File: src/rtl/fft_frame_sequencer.sv
// Frame sequencer / config controller in front of an FFT core.
// Issues one config word per run, slices the sample stream into
// FRAME_LEN-sample frames with tlast, caps the number of frames in flight,
// and counts completed spectra by watching the magnitude output stream.
module fft_frame_sequencer #(
    parameter int LOG2_LEN     = 10,
    parameter int MAX_INFLIGHT = 2
) (
    input  logic        I_CLOCK,
    input  logic        I_RESETN,
    input  logic        I_START,
    input  logic        I_STOP,
    input  logic        I_CFG_FWD,
    input  logic        S_I_DATA_VALID,
    output logic        S_O_DATA_READY,
    input  logic [31:0] S_I_DATA,
    output logic        F_O_CFG_VALID,
    input  logic        F_I_CFG_READY,
    output logic [15:0] F_O_CFG_DATA,
    output logic        F_O_DATA_VALID,
    input  logic        F_I_DATA_READY,
    output logic [31:0] F_O_DATA,
    output logic        F_O_DATA_LAST,
    input  logic        M_I_DATA_VALID,
    input  logic        M_I_DATA_READY,
    output logic        O_BUSY,
    output logic        O_FRAME_DONE,
    output logic [15:0] O_FRAMES_OUT,
    output logic        O_ERR
);

    typedef enum logic [1:0] {S_IDLE, S_CONFIG, S_STREAM, S_DRAIN} state_t;

    localparam logic [LOG2_LEN-1:0] CNT_LAST = '1;
    localparam logic [2:0]          INFL_MAX = 3'(MAX_INFLIGHT);

    state_t              state_q, state_d;
    logic                fwd_q, fwd_d;
    logic                stop_q, stop_d;
    logic [LOG2_LEN-1:0] in_cnt_q, in_cnt_d;
    logic [LOG2_LEN-1:0] out_cnt_q, out_cnt_d;
    logic [2:0]          inflight_q, inflight_d;
    logic [15:0]         frames_q, frames_d;
    logic                done_q, done_d;
    logic                err_q, err_d;

    logic gate, in_hs, last_hs, m_beat, out_hs, frame_out;

    // Data gate and handshake qualifiers; a frame already started is never
    // throttled, only a new frame waits for an in-flight slot.
    always_comb begin
        gate      = (state_q == S_STREAM) &&
                    ((in_cnt_q != '0) || (inflight_q < INFL_MAX));
        in_hs     = S_I_DATA_VALID & F_I_DATA_READY & gate;
        last_hs   = in_hs && (in_cnt_q == CNT_LAST);
        m_beat    = M_I_DATA_VALID & M_I_DATA_READY;
        out_hs    = m_beat && (inflight_q != '0);
        frame_out = out_hs && (out_cnt_q == CNT_LAST);
    end

    // Input/output beat counters, in-flight tracking and completion stats.
    always_comb begin
        in_cnt_d   = in_hs  ? in_cnt_q + 1'b1  : in_cnt_q;
        out_cnt_d  = out_hs ? out_cnt_q + 1'b1 : out_cnt_q;
        inflight_d = inflight_q;
        case ({last_hs, frame_out})
            2'b10:   inflight_d = inflight_q + 3'd1;
            2'b01:   inflight_d = inflight_q - 3'd1;
            default: inflight_d = inflight_q;
        endcase
        frames_d = frame_out ? frames_q + 16'd1 : frames_q;
        done_d   = frame_out;
        err_d    = err_q | (m_beat && (inflight_q == '0));
    end

    // Run-control FSM: IDLE -> CONFIG -> STREAM -> DRAIN -> IDLE.
    always_comb begin
        state_d = state_q;
        fwd_d   = fwd_q;
        stop_d  = stop_q;
        case (state_q)
            S_IDLE: begin
                if (I_START) begin
                    state_d = S_CONFIG;
                    fwd_d   = I_CFG_FWD;
                    stop_d  = I_STOP;
                end
            end
            S_CONFIG: begin
                stop_d = stop_q | I_STOP;
                if (F_I_CFG_READY) state_d = S_STREAM;
            end
            S_STREAM: begin
                stop_d = stop_q | I_STOP;
                if (stop_d && (in_cnt_d == '0)) state_d = S_DRAIN;
            end
            S_DRAIN: begin
                stop_d = stop_q | I_STOP;
                if (inflight_q == '0) state_d = S_IDLE;
            end
            default: state_d = S_IDLE;
        endcase
    end

    // State registers; reset abandons any partial or in-flight frames.
    always_ff @(posedge I_CLOCK or negedge I_RESETN) begin
        if (!I_RESETN) begin
            state_q    <= S_IDLE;
            fwd_q      <= 1'b0;
            stop_q     <= 1'b0;
            in_cnt_q   <= '0;
            out_cnt_q  <= '0;
            inflight_q <= '0;
            frames_q   <= '0;
            done_q     <= 1'b0;
            err_q      <= 1'b0;
        end else begin
            state_q    <= state_d;
            fwd_q      <= fwd_d;
            stop_q     <= stop_d;
            in_cnt_q   <= in_cnt_d;
            out_cnt_q  <= out_cnt_d;
            inflight_q <= inflight_d;
            frames_q   <= frames_d;
            done_q     <= done_d;
            err_q      <= err_d;
        end
    end

    assign F_O_CFG_VALID  = (state_q == S_CONFIG);
    assign F_O_CFG_DATA   = {15'b0, fwd_q};
    assign F_O_DATA_VALID = S_I_DATA_VALID & gate;
    assign S_O_DATA_READY = F_I_DATA_READY & gate;
    assign F_O_DATA       = S_I_DATA;
    assign F_O_DATA_LAST  = gate && (in_cnt_q == CNT_LAST);
    assign O_BUSY         = (state_q != S_IDLE);
    assign O_FRAME_DONE   = done_q;
    assign O_FRAMES_OUT   = frames_q;
    assign O_ERR          = err_q;

endmodule

File: config.mk
export PLATFORM = sky130hd
export DESIGN_NAME = fft_frame_sequencer
export DESIGN_NICKNAME = d
export VERILOG_FILES = /design/src/rtl/fft_frame_sequencer.sv
export SDC_FILE = /design/constraint.sdc
export NUM_CORES = 1
export LEC_CHECK = 0
export BUFFER_PORTS_ARGS = -buffer_cell sky130_fd_sc_hd__buf_4
export CAP_MARGIN = 10
export CORE_ASPECT_RATIO = 1.1
export CORE_MARGIN = 2
export CORE_UTILIZATION = 48
export DETAILED_ROUTE_END_ITERATION = 10
export GPL_ROUTABILITY_DRIVEN = 0
export PLACE_DENSITY = 0.8
export SLEW_MARGIN = 10
export SYNTH_ARGS = -nofsm -noshare
export SYNTH_HDL_FRONTEND = slang
export SYNTH_SLANG_ARGS = --single-unit
File: constraint.sdc
create_clock -name I_CLOCK -period 3.65 [get_ports I_CLOCK]
set_clock_uncertainty 0.15 [all_clocks]
set_input_delay 0.73 -clock I_CLOCK [delete_from_list [all_inputs] [get_ports I_CLOCK]]
set_output_delay 0.73 -clock I_CLOCK [all_outputs]
set_load 0.005 [all_outputs]
==> impl_metrics.ini, run 1 <==
[drt]
vias = 1677
viasPerCell = 4.96
dr.pass1.iters = 7
postRouteAntennaNets = 0
wire_per_inst_um = 12.8
wl_um = 4340
drt-initial-drc-count = 104
post-route-drc-count = 0

[final_layout]
final_common_cell = dfrtp_1
drive_gt1_share_pct = 19.4
post-route-util_pct = 51.2
fin_nets = 317
multi_input_comb_area_um2 = 1110
final_cell_mix = dfrtp_1, buf_4, xor2_1
n_antenna_cell = 0
ff_latch_area_um2 = 1130
area_growth_pct = 3.52
fillers = 488

[synthesis]
synth_cell_types = 40
netlist_area_um2 = 2630
avgSynthCellArea_um2 = 10.1
syn_inst = 260
synth_seq_cells = 45
synthSimpleGateAreaFrac_pct = 17.3
synthXorXnorAreaFrac_pct = 12.0
synth-compound-area-share_pct = 3.23
synth_mux_area_share_pct = 2.09
ys_warn_count = 0
synth_ff_type = dfrtp_1
ys_seq_area_share_pct = 42.8
synth_fa_ha_area_share_pct = 5.51
synthArstFlopShare_pct = 100
synth_top_family_by_area = simple AND/OR/NAND/NOR gates
synth_edf_count = 0

[power]
pwr-share-comb_pct = 29.8
switchingPower_uw = 444
irDropWorstVdd_v = 0.000310
power.share.clock_pct = 21.0
switching_share_pct = 33.5
p_int_uw = 882
p_seq_share_pct = 49.2
p_leak_nw = 1.42
p_per_area_nw_per_um2 = 487

[critical_path]
crit_arrival_ns = 2.14
crit_type = flop to primary output
worst_ep_required_time_ns = 2.77
critPathBufInv = 2
reg2reg_from = in_cnt_q[0]$_DFF_PN0_
crit_family = simple AND/OR/NAND/NOR gates
crit_chain = inv_1, ha_1, nor3b_1, o2111ai_1, nand2_1, nor4_1, buf_4
start_kind = flop
crit_path_start = in_cnt_q[0]$_DFF_PN0_
slowest_stage = nor4_1
slowest_delay_ns = 0.47
path_max_fanout = 7
end_kind = primary output

[clocking]
cts_tree = done
clk_pin_slew_worst_paths_ns = 0.08
clock-sinks = 45
postCtsHoldBufs = 0
clock_latency_ns = 0.29
cts_buffers = 5
cts_buffer_depth = 2
post_cts_buffers = 0
cts-root-buf = clkbuf_8
cts_max_level = 2
cts_resized = 0

[global_route]
grt_pass1_vias = 1594
antenna_found_initial = 0
grt_pass1_wl_um = 7180
grt_start_max_net_pins = 46
grt_remaining_overflow = 0
track_usage_pct = 15.2

[die]
core-area_um2 = 5330
initial_core_util_pct = 49.5
rows = 28
die_x_um = 74.6
die_h_um = 81.7
die_area_um2 = 6100
io_pins = 113

[sta]
fin_crit_ns = 3.02
timing.final.crit_share_pct = 82.8
hold_viol_final = 0
slew_headroom_pct = 62.3
setup_violations = 0
final_max_slew_viol_count = 0
fmax_mhz = 331
rsz0062_at_grt = false
worst_slew_pin_slew_ns = 0.566
fin_setup_tns_ns = 0

[placed_design]
dpl.hpwl_um = 3150
portBuffers = 33

[run_status]
status = finished clean

[worst_hold_path]
min_path_type = input pin to async pin

[run]
max-cap-violations = 0
==> power by group through the flow <==
stage | combinational (mW) | sequential, mW | clock (mW)
after floorplan | 0.338 | 0.636 | 0
after global placement | 0.377 | 0.656 | 0
after detailed placement | 0.392 | 0.661 | 0
after CTS | 0.395 | 0.651 | 0.289
after global routing | 0.445 | 0.666 | 0.308
final | 0.395 | 0.653 | 0.279
==> final timing paths <==
path                                                end  cells past startpoint  slack (ns)
max                                       F_O_DATA_LAST                      7        0.63
max reg2reg                   inflight_q[2]$_DFFE_PN0P_                     13        0.65
min                            out_cnt_q[9]$_DFFE_PN0P_                      1        0.28
max in group asynchronous               O_ERR$_DFF_PN0_                      1        2.68
min reg2reg                O_FRAMES_OUT[15]$_DFFE_PN0P_                      1        0.32
min in group I_CLOCK       O_FRAMES_OUT[15]$_DFFE_PN0P_                      1        0.32
==> layer usage <==
layer	up-vias	track usage [%]	wire length [um]
met3	7	3.80	289
met4	0	5.54	53
met1	803	18.8	1890
met2	62	25.7	2110
li1	805	-	-
met5	-	0	0
==> cell usage after synthesis (2+ instances only) <==
cell	n	area, um2
buf_4	50	375
dfrtp_1	45	1130
xor2_1	20	175
inv_1	19	71.3
nor2_1	19	71.3
xnor2_1	16	140
nand2_1	15	56.3
ha_1	10	125
nand3_1	9	45.0
nand4_1	7	43.8
nor3_1	7	35.0
and3_1	4	25.0
and4_1	3	26.3
mux2_2	3	33.8
nor4_1	3	18.8
o21ai_0	3	15.0
a31oi_1	2	12.5
and2_1	2	12.5
and3_2	2	15.0
==> kinds of logic (layout without fill, tap and decap cells) <==
family,Yosys count,in the layout
buf+inv,69,58
compound gates,12,12
fa+ha+maj,11,11
simple gates,81,81
mux,5,5
xor+xnor,36,36
flops,45,45
other cells,1,15
==> worst register-to-register path, cell delays in order (launching register included) <==
cell	delay, ns
dfrtp_1	0.43
inv_1	0.09
ha_1	0.21
nor3b_1	0.14
o2111ai_1	0.22
nand2_1	0.11
nor4_1	0.47
nand3_1	0.20
ha_1	0.25
inv_1	0.08
fa_1	0.18
xor2_1	0.16
nor2_1	0.07
xor2_1	0.14
==> sequential cells by signal, indices dropped and copies added (netlist names) <==
signal	cells
O_FRAMES_OUT	16
in_cnt_q	10
out_cnt_q	10
inflight_q	3
state_q	2
O_ERR	1
O_FRAME_DONE	1
fwd_q	1
stop_q	1
==> cell type report <==
class | count | area share, %
Sequential cell | 45 | 41.3
Inverter | 19 | 2.62
Clock buffer | 5 | 2.52
Timing Repair Buffer | 33 | 9.09
Clock inverter | 1 | 0.184
Multi-Input combinational cell | 160 | 40.8
Tap cell | 75 | 3.44
==> per-stage QoR <==
stage	instances	cell area [um2]	total power, mW	setup slack, ns	hold slack (ns)
2_1_floorplan	274	2690	0.974	0.911	0.284
3_3_place_gp	332	2650	1.03	0.608	0.300
3_5_place_dp	332	2650	1.05	0.504	0.311
4_1_cts	338	2730	1.33	0.673	0.299
5_1_grt	338	2730	1.42	0.447	0.326
6_report	338	2730	1.33	0.627	0.276
Note: power is estimated with default switching activity, not from simulation.
==> run 2, diff against run 1 <==
--- a/config.mk
+++ b/config.mk
@@ -9,10 +9,10 @@
 export CAP_MARGIN = 10
 export CORE_ASPECT_RATIO = 1.1
 export CORE_MARGIN = 2
-export CORE_UTILIZATION = 48
+export CORE_UTILIZATION = 43
 export DETAILED_ROUTE_END_ITERATION = 10
 export GPL_ROUTABILITY_DRIVEN = 0
-export PLACE_DENSITY = 0.8
+export PLACE_DENSITY = 0.76
 export SLEW_MARGIN = 10
 export SYNTH_ARGS = -nofsm -noshare
 export SYNTH_HDL_FRONTEND = slang
==> constraint.sdc (replaced) <==
create_clock -name I_CLOCK -period 2.7 [get_ports I_CLOCK]
set_clock_uncertainty 0.15 [all_clocks]
set_input_delay 0.54 -clock I_CLOCK [delete_from_list [all_inputs] [get_ports I_CLOCK]]
set_output_delay 0.54 -clock I_CLOCK [all_outputs]
set_load 0.005 [all_outputs]
==> impl_metrics.ini, run 2 (synthesis results as in run 1) <==
[critical_path]
crit_type = flop to flop
r2r_setup_slack_ns = 0.15
reg2reg_to = state_q[1]$_DFFE_PN0P_
crit_arrival_ns = 2.59
reg2reg_depth = 8
slowest_stage = or4_1
critPathBufInv = 1
slowest_delay_ns = 0.56
reg2reg_from = state_q[0]$_DFFE_PN0P_
path_max_fanout = 9
start_kind = flop
end_kind = flop
crit_chain = inv_1, ha_2, nand3_4, nor3_2, xor2_1, or4_1, o31ai_2, mux2_1
crit_family = simple AND/OR/NAND/NOR gates
worst_ep_required_time_ns = 2.74

[final_layout]
n_antenna_cell = 0
fin_nets = 325
area_growth_pct = 8.50
final_cell_mix = dfrtp_1, buf_4, xor2_1
drive_gt1_share_pct = 24.6
largest_register_ff_count = 16
final_common_cell = dfrtp_1
fillers = 529
finalNonFillerCells = 349
fin_area_um2 = 2860

[sta]
fin_crit_ns = 2.55
setup_violations = 0
worst_slew_pin_slew_ns = 0.566
final_max_slew_viol_count = 0
hold_slack_ns = 0.0786
slew_headroom_pct = 62.3
hold_viol_final = 0
timing.final.crit_share_pct = 94.6
fmax_mhz = 391

[placed_design]
portBuffers = 33
dp.cells = 340
dpl.hpwl_um = 3240
placed_cell_area_um2 = 2700

[power]
p_per_area_nw_per_um2 = 693
p_leak_nw = 1.49
irDropWorstVdd_v = 0.000316

[global_route]
grt_remaining_overflow = 0
track_usage_pct = 14.4
grt_pass1_wl_um = 7670
antenna_found_initial = 0
grt_start_max_net_pins = 46
grt_pass1_vias = 1651

[die]
rows = 29
initial_core_util_pct = 45.1
die_x_um = 78.6
io_pins = 113
core-area_um2 = 5840
die_h_um = 86.1
die_area_um2 = 6770

[clocking]
cts_tree = done
cts-root-buf = clkbuf_8
cts_buffers = 5
clk_pin_slew_worst_paths_ns = 0.08
cts_max_level = 2
clock_latency_ns = 0.30
clock-sinks = 45
postCtsHoldBufs = 0
cts_buffer_depth = 2

[run_status]
status = finished clean

[drt]
drt-initial-drc-count = 66
dr.pass1.iters = 4
viasPerCell = 4.78
wl_um = 4480
vias = 1669
post-route-drc-count = 0
wire_per_inst_um = 12.8
postRouteAntennaNets = 0

[worst_hold_path]
min_path_type = input pin to async pin

[run]
max-cap-violations = 0
==> run 2: timing repair <==
item / 4_1_cts / 5_1_grt
pin swaps: 0 / 2
endpoints found under the setup margin: 1 / 5
buffers inserted: 0 / 2
resized for setup: 1 / 7
==> run 2: layer usage <==
layer  vias to the layer above  GRT usage [%]  wire [um]
met4                         0           8.61        160
li1                        817              -          -
met3                        23           3.68        274
met2                        49           22.4       2100
met5                         -              0          0
met1                       780           18.2       1940
==> run 2: final cells by class <==
cell class | instances | area [um2] | area share, %
multi-input cells | 160 | 1150 | 40.3
flip-flops and latches | 45 | 1130 | 39.4
repair buffers | 41 | 308 | 10.8
well taps | 77 | 96.3 | 3.37
inverters | 19 | 71.3 | 2.50
clock buffers | 5 | 68.8 | 2.41
clock inverters | 2 | 35.0 | 1.23
==> run 2: how the worst max path moves through the flow <==
stage	start	to	depth (start not counted)
3_5_place_dp	state_q[0]$_DFFE_PN0P_	state_q[1]$_DFFE_PN0P_	8
3_3_place_gp	state_q[0]$_DFFE_PN0P_	state_q[1]$_DFFE_PN0P_	8
6_report	state_q[0]$_DFFE_PN0P_	state_q[1]$_DFFE_PN0P_	8
2_1_floorplan	in_cnt_q[0]$_DFF_PN0_	inflight_q[2]$_DFFE_PN0P_	13
4_1_cts	in_cnt_q[0]$_DFF_PN0_	F_O_DATA_LAST	8
5_1_grt	state_q[0]$_DFFE_PN0P_	state_q[1]$_DFFE_PN0P_	8
==> run 2: through the flow <==
stage	TNS, ns	setup WS (ns)	util, %	power [mW]
after global routing	-0.0238	-0.0238	48.9	2.13
after CTS	0	0.0562	48.1	1.95
after detailed placement	0	0.0738	46.2	1.45
final	0	0.145	48.9	1.98
after global placement	0	0.148	46.2	1.43
after floorplan	0	0.143	-	1.32
==> run 2: report_power, final <==
| part | switching, mW | internal (mW) | total, mW |
|---|---|---|---|
| combinational | 0.312 | 0.297 | 0.609 |
| clock | 0.220 | 0.269 | 0.489 |
| sequential | 0.106 | 0.776 | 0.881 |
==> run 3, diff against run 2 <==
--- a/config.mk
+++ b/config.mk
@@ -10,8 +10,10 @@
 export CORE_ASPECT_RATIO = 1.1
 export CORE_MARGIN = 2
 export CORE_UTILIZATION = 43
+export CTS_CLUSTER_DIAMETER = 150
 export DETAILED_ROUTE_END_ITERATION = 10
 export GPL_ROUTABILITY_DRIVEN = 0
+export GPL_TIMING_DRIVEN = 0
 export PLACE_DENSITY = 0.76
 export SLEW_MARGIN = 10
 export SYNTH_ARGS = -nofsm -noshare
==> impl_metrics.ini, run 3 (synthesis results as in run 1) <==
[run_status]
status = finished clean

[clocking]
clock_latency_ns = 0.30
cts_tree = done
cts_max_level = 2
clock-sinks = 45
clk_pin_slew_worst_paths_ns = 0.09
cts_buffer_depth = 2
cts-root-buf = clkbuf_8
postCtsHoldBufs = 0
cts_buffers = 5

[critical_path]
crit_chain = o311a_4, and3_2, and4_1, buf_4, ha_2, inv_1, fa_2, xor2_1, nor2_1, xor2_1
cp_common_cell = xor2_1
slowest_delay_ns = 0.45
slowest_stage = dfrtp_2
crit_type = flop to flop
worst_ep_required_time_ns = 2.74
critPathBufInv = 2
crit_arrival_ns = 2.61
end_kind = flop
start_kind = flop
crit_family = simple AND/OR/NAND/NOR gates
path_max_fanout = 8

[global_route]
busiest_layer = met2
track_usage_pct = 15.6
grt_pass1_vias = 1878
antenna_found_initial = 0
grt_remaining_overflow = 0
use_met1_pct = 19.2
grtUsageMet3_pct = 4.95
use_met2_pct = 26.3
grt_start_max_net_pins = 46
grt_pass1_wl_um = 8520

[power]
power.share.clock_pct = 22.9
pwr-share-comb_pct = 36.7
p_seq_share_pct = 40.4
p_leak_nw = 1.90
p_per_area_nw_per_um2 = 613
switching_share_pct = 31.8
switchingPower_uw = 686
p_int_mw = 1.47
irDropWorstVdd_v = 0.000305

[drt]
viasPerCell = 4.72
wire_per_inst_um = 12.2
wl_um = 5230
postRouteAntennaNets = 0
drt-initial-drc-count = 81
vias = 2024
post-route-drc-count = 0
dr.pass1.iters = 4

[sta]
fin_crit_ns = 2.57
hold_viol_final = 0
worst_slew_pin_slew_ns = 0.565
timing.final.crit_share_pct = 95.2
final_max_slew_viol_count = 0
slew_headroom_pct = 62.3
fmax_mhz = 389
setup_violations = 0
fin_setup_tns_ns = 0

[final_layout]
post-route-util_pct = 60.1
final_common_cell = buf_4
n_antenna_cell = 0
area_growth_pct = 33.3
final_cell_mix = buf_4, dfrtp_1, xor2_1
largest_register_ff_count = 16
fin_nets = 405
drive_gt1_share_pct = 44.3

[die]
die_area_um2 = 6770
core-area_um2 = 5840
die_h_um = 86.1
die_x_um = 78.6
initial_core_util_pct = 45.1
rows = 29
io_pins = 113

[worst_hold_path]
min_path_type = input pin to async pin

[run]
max-cap-violations = 0

[placed_design]
portBuffers = 65
dpl.hpwl_um = 3820
run 3: cell count changes in the layout (fill, tap and decap cells not counted), sizes merged:
cell	change
buf	+80
run 3: final timing paths:
check,from,to,slack [ns],cells after the start
min in group I_CLOCK,out_cnt_q[3]$_DFFE_PN0P_,out_cnt_q[3]$_DFFE_PN0P_,0.32,1
max in group asynchronous,I_RESETN,in_cnt_q[0]$_DFF_PN0_,1.91,1
hold reg to reg,out_cnt_q[3]$_DFFE_PN0P_,out_cnt_q[3]$_DFFE_PN0P_,0.32,1
hold / removal,I_RESETN,fwd_q$_DFFE_PN0P_,0.07,1
setup reg to reg,inflight_q[2]$_DFFE_PN0P_,inflight_q[2]$_DFFE_PN0P_,0.13,10
setup / recovery,inflight_q[2]$_DFFE_PN0P_,inflight_q[2]$_DFFE_PN0P_,0.13,10
run 3: per-stage QoR:
stage	hold slack [ns]	area [um2]	setup WS (ns)	power, mW	std cells
floorplan	0.0944	2690	0.143	1.32	274
global placement	0.304	3270	-0.215	1.50	416
detailed placement	0.306	3270	-0.200	1.52	416
CTS	0.103	3430	0.00651	2.06	424
global route	0.109	3510	-0.00114	2.31	429
finish	0.0725	3510	0.128	2.15	429
run 3: final cells by class:
class	count	area [um2]
clock buffers	5	68.8
repair buffers	71	533
well taps	77	96.3
fillers	485	2330
multi-input cells	160	1200
inverters	19	71.3
clock inverters	2	35.0
plain buffers	50	375
flip-flops and latches	45	1130
run 3: power groups by stage:
stage               clock [mW]  sequential [mW]  combinational [mW]
floorplan                    0            0.860               0.456
global placement             0            0.875               0.628
detailed placement           0            0.878               0.642
CTS                      0.501            0.872               0.687
global route             0.541            0.892               0.877
finish                   0.493            0.871               0.790
run 3: worst register-to-register path, stage by stage (launching register included):
cell and delay, ns:
dfrtp_2 0.45, o311a_4 0.41, and3_2 0.25, and4_1 0.19, buf_4 0.17, ha_2 0.21
inv_1 0.07, fa_2 0.19, xor2_1 0.15, nor2_1 0.08, xor2_1 0.14
run 3: timing repair:
action | in CTS | in global routing
cloned | 0 | 0
pin swaps | 1 | 4
gates resized for setup | 9 | 11
setup endpoints to repair | 5 | 4
buffers inserted | 1 | 5
run 3: routing by layer:
metal	wire length (um)	share of wire, %
met1	2050	39
met2	2630	50
met3	513	9.8
met4	38	0.73
met5	0	0
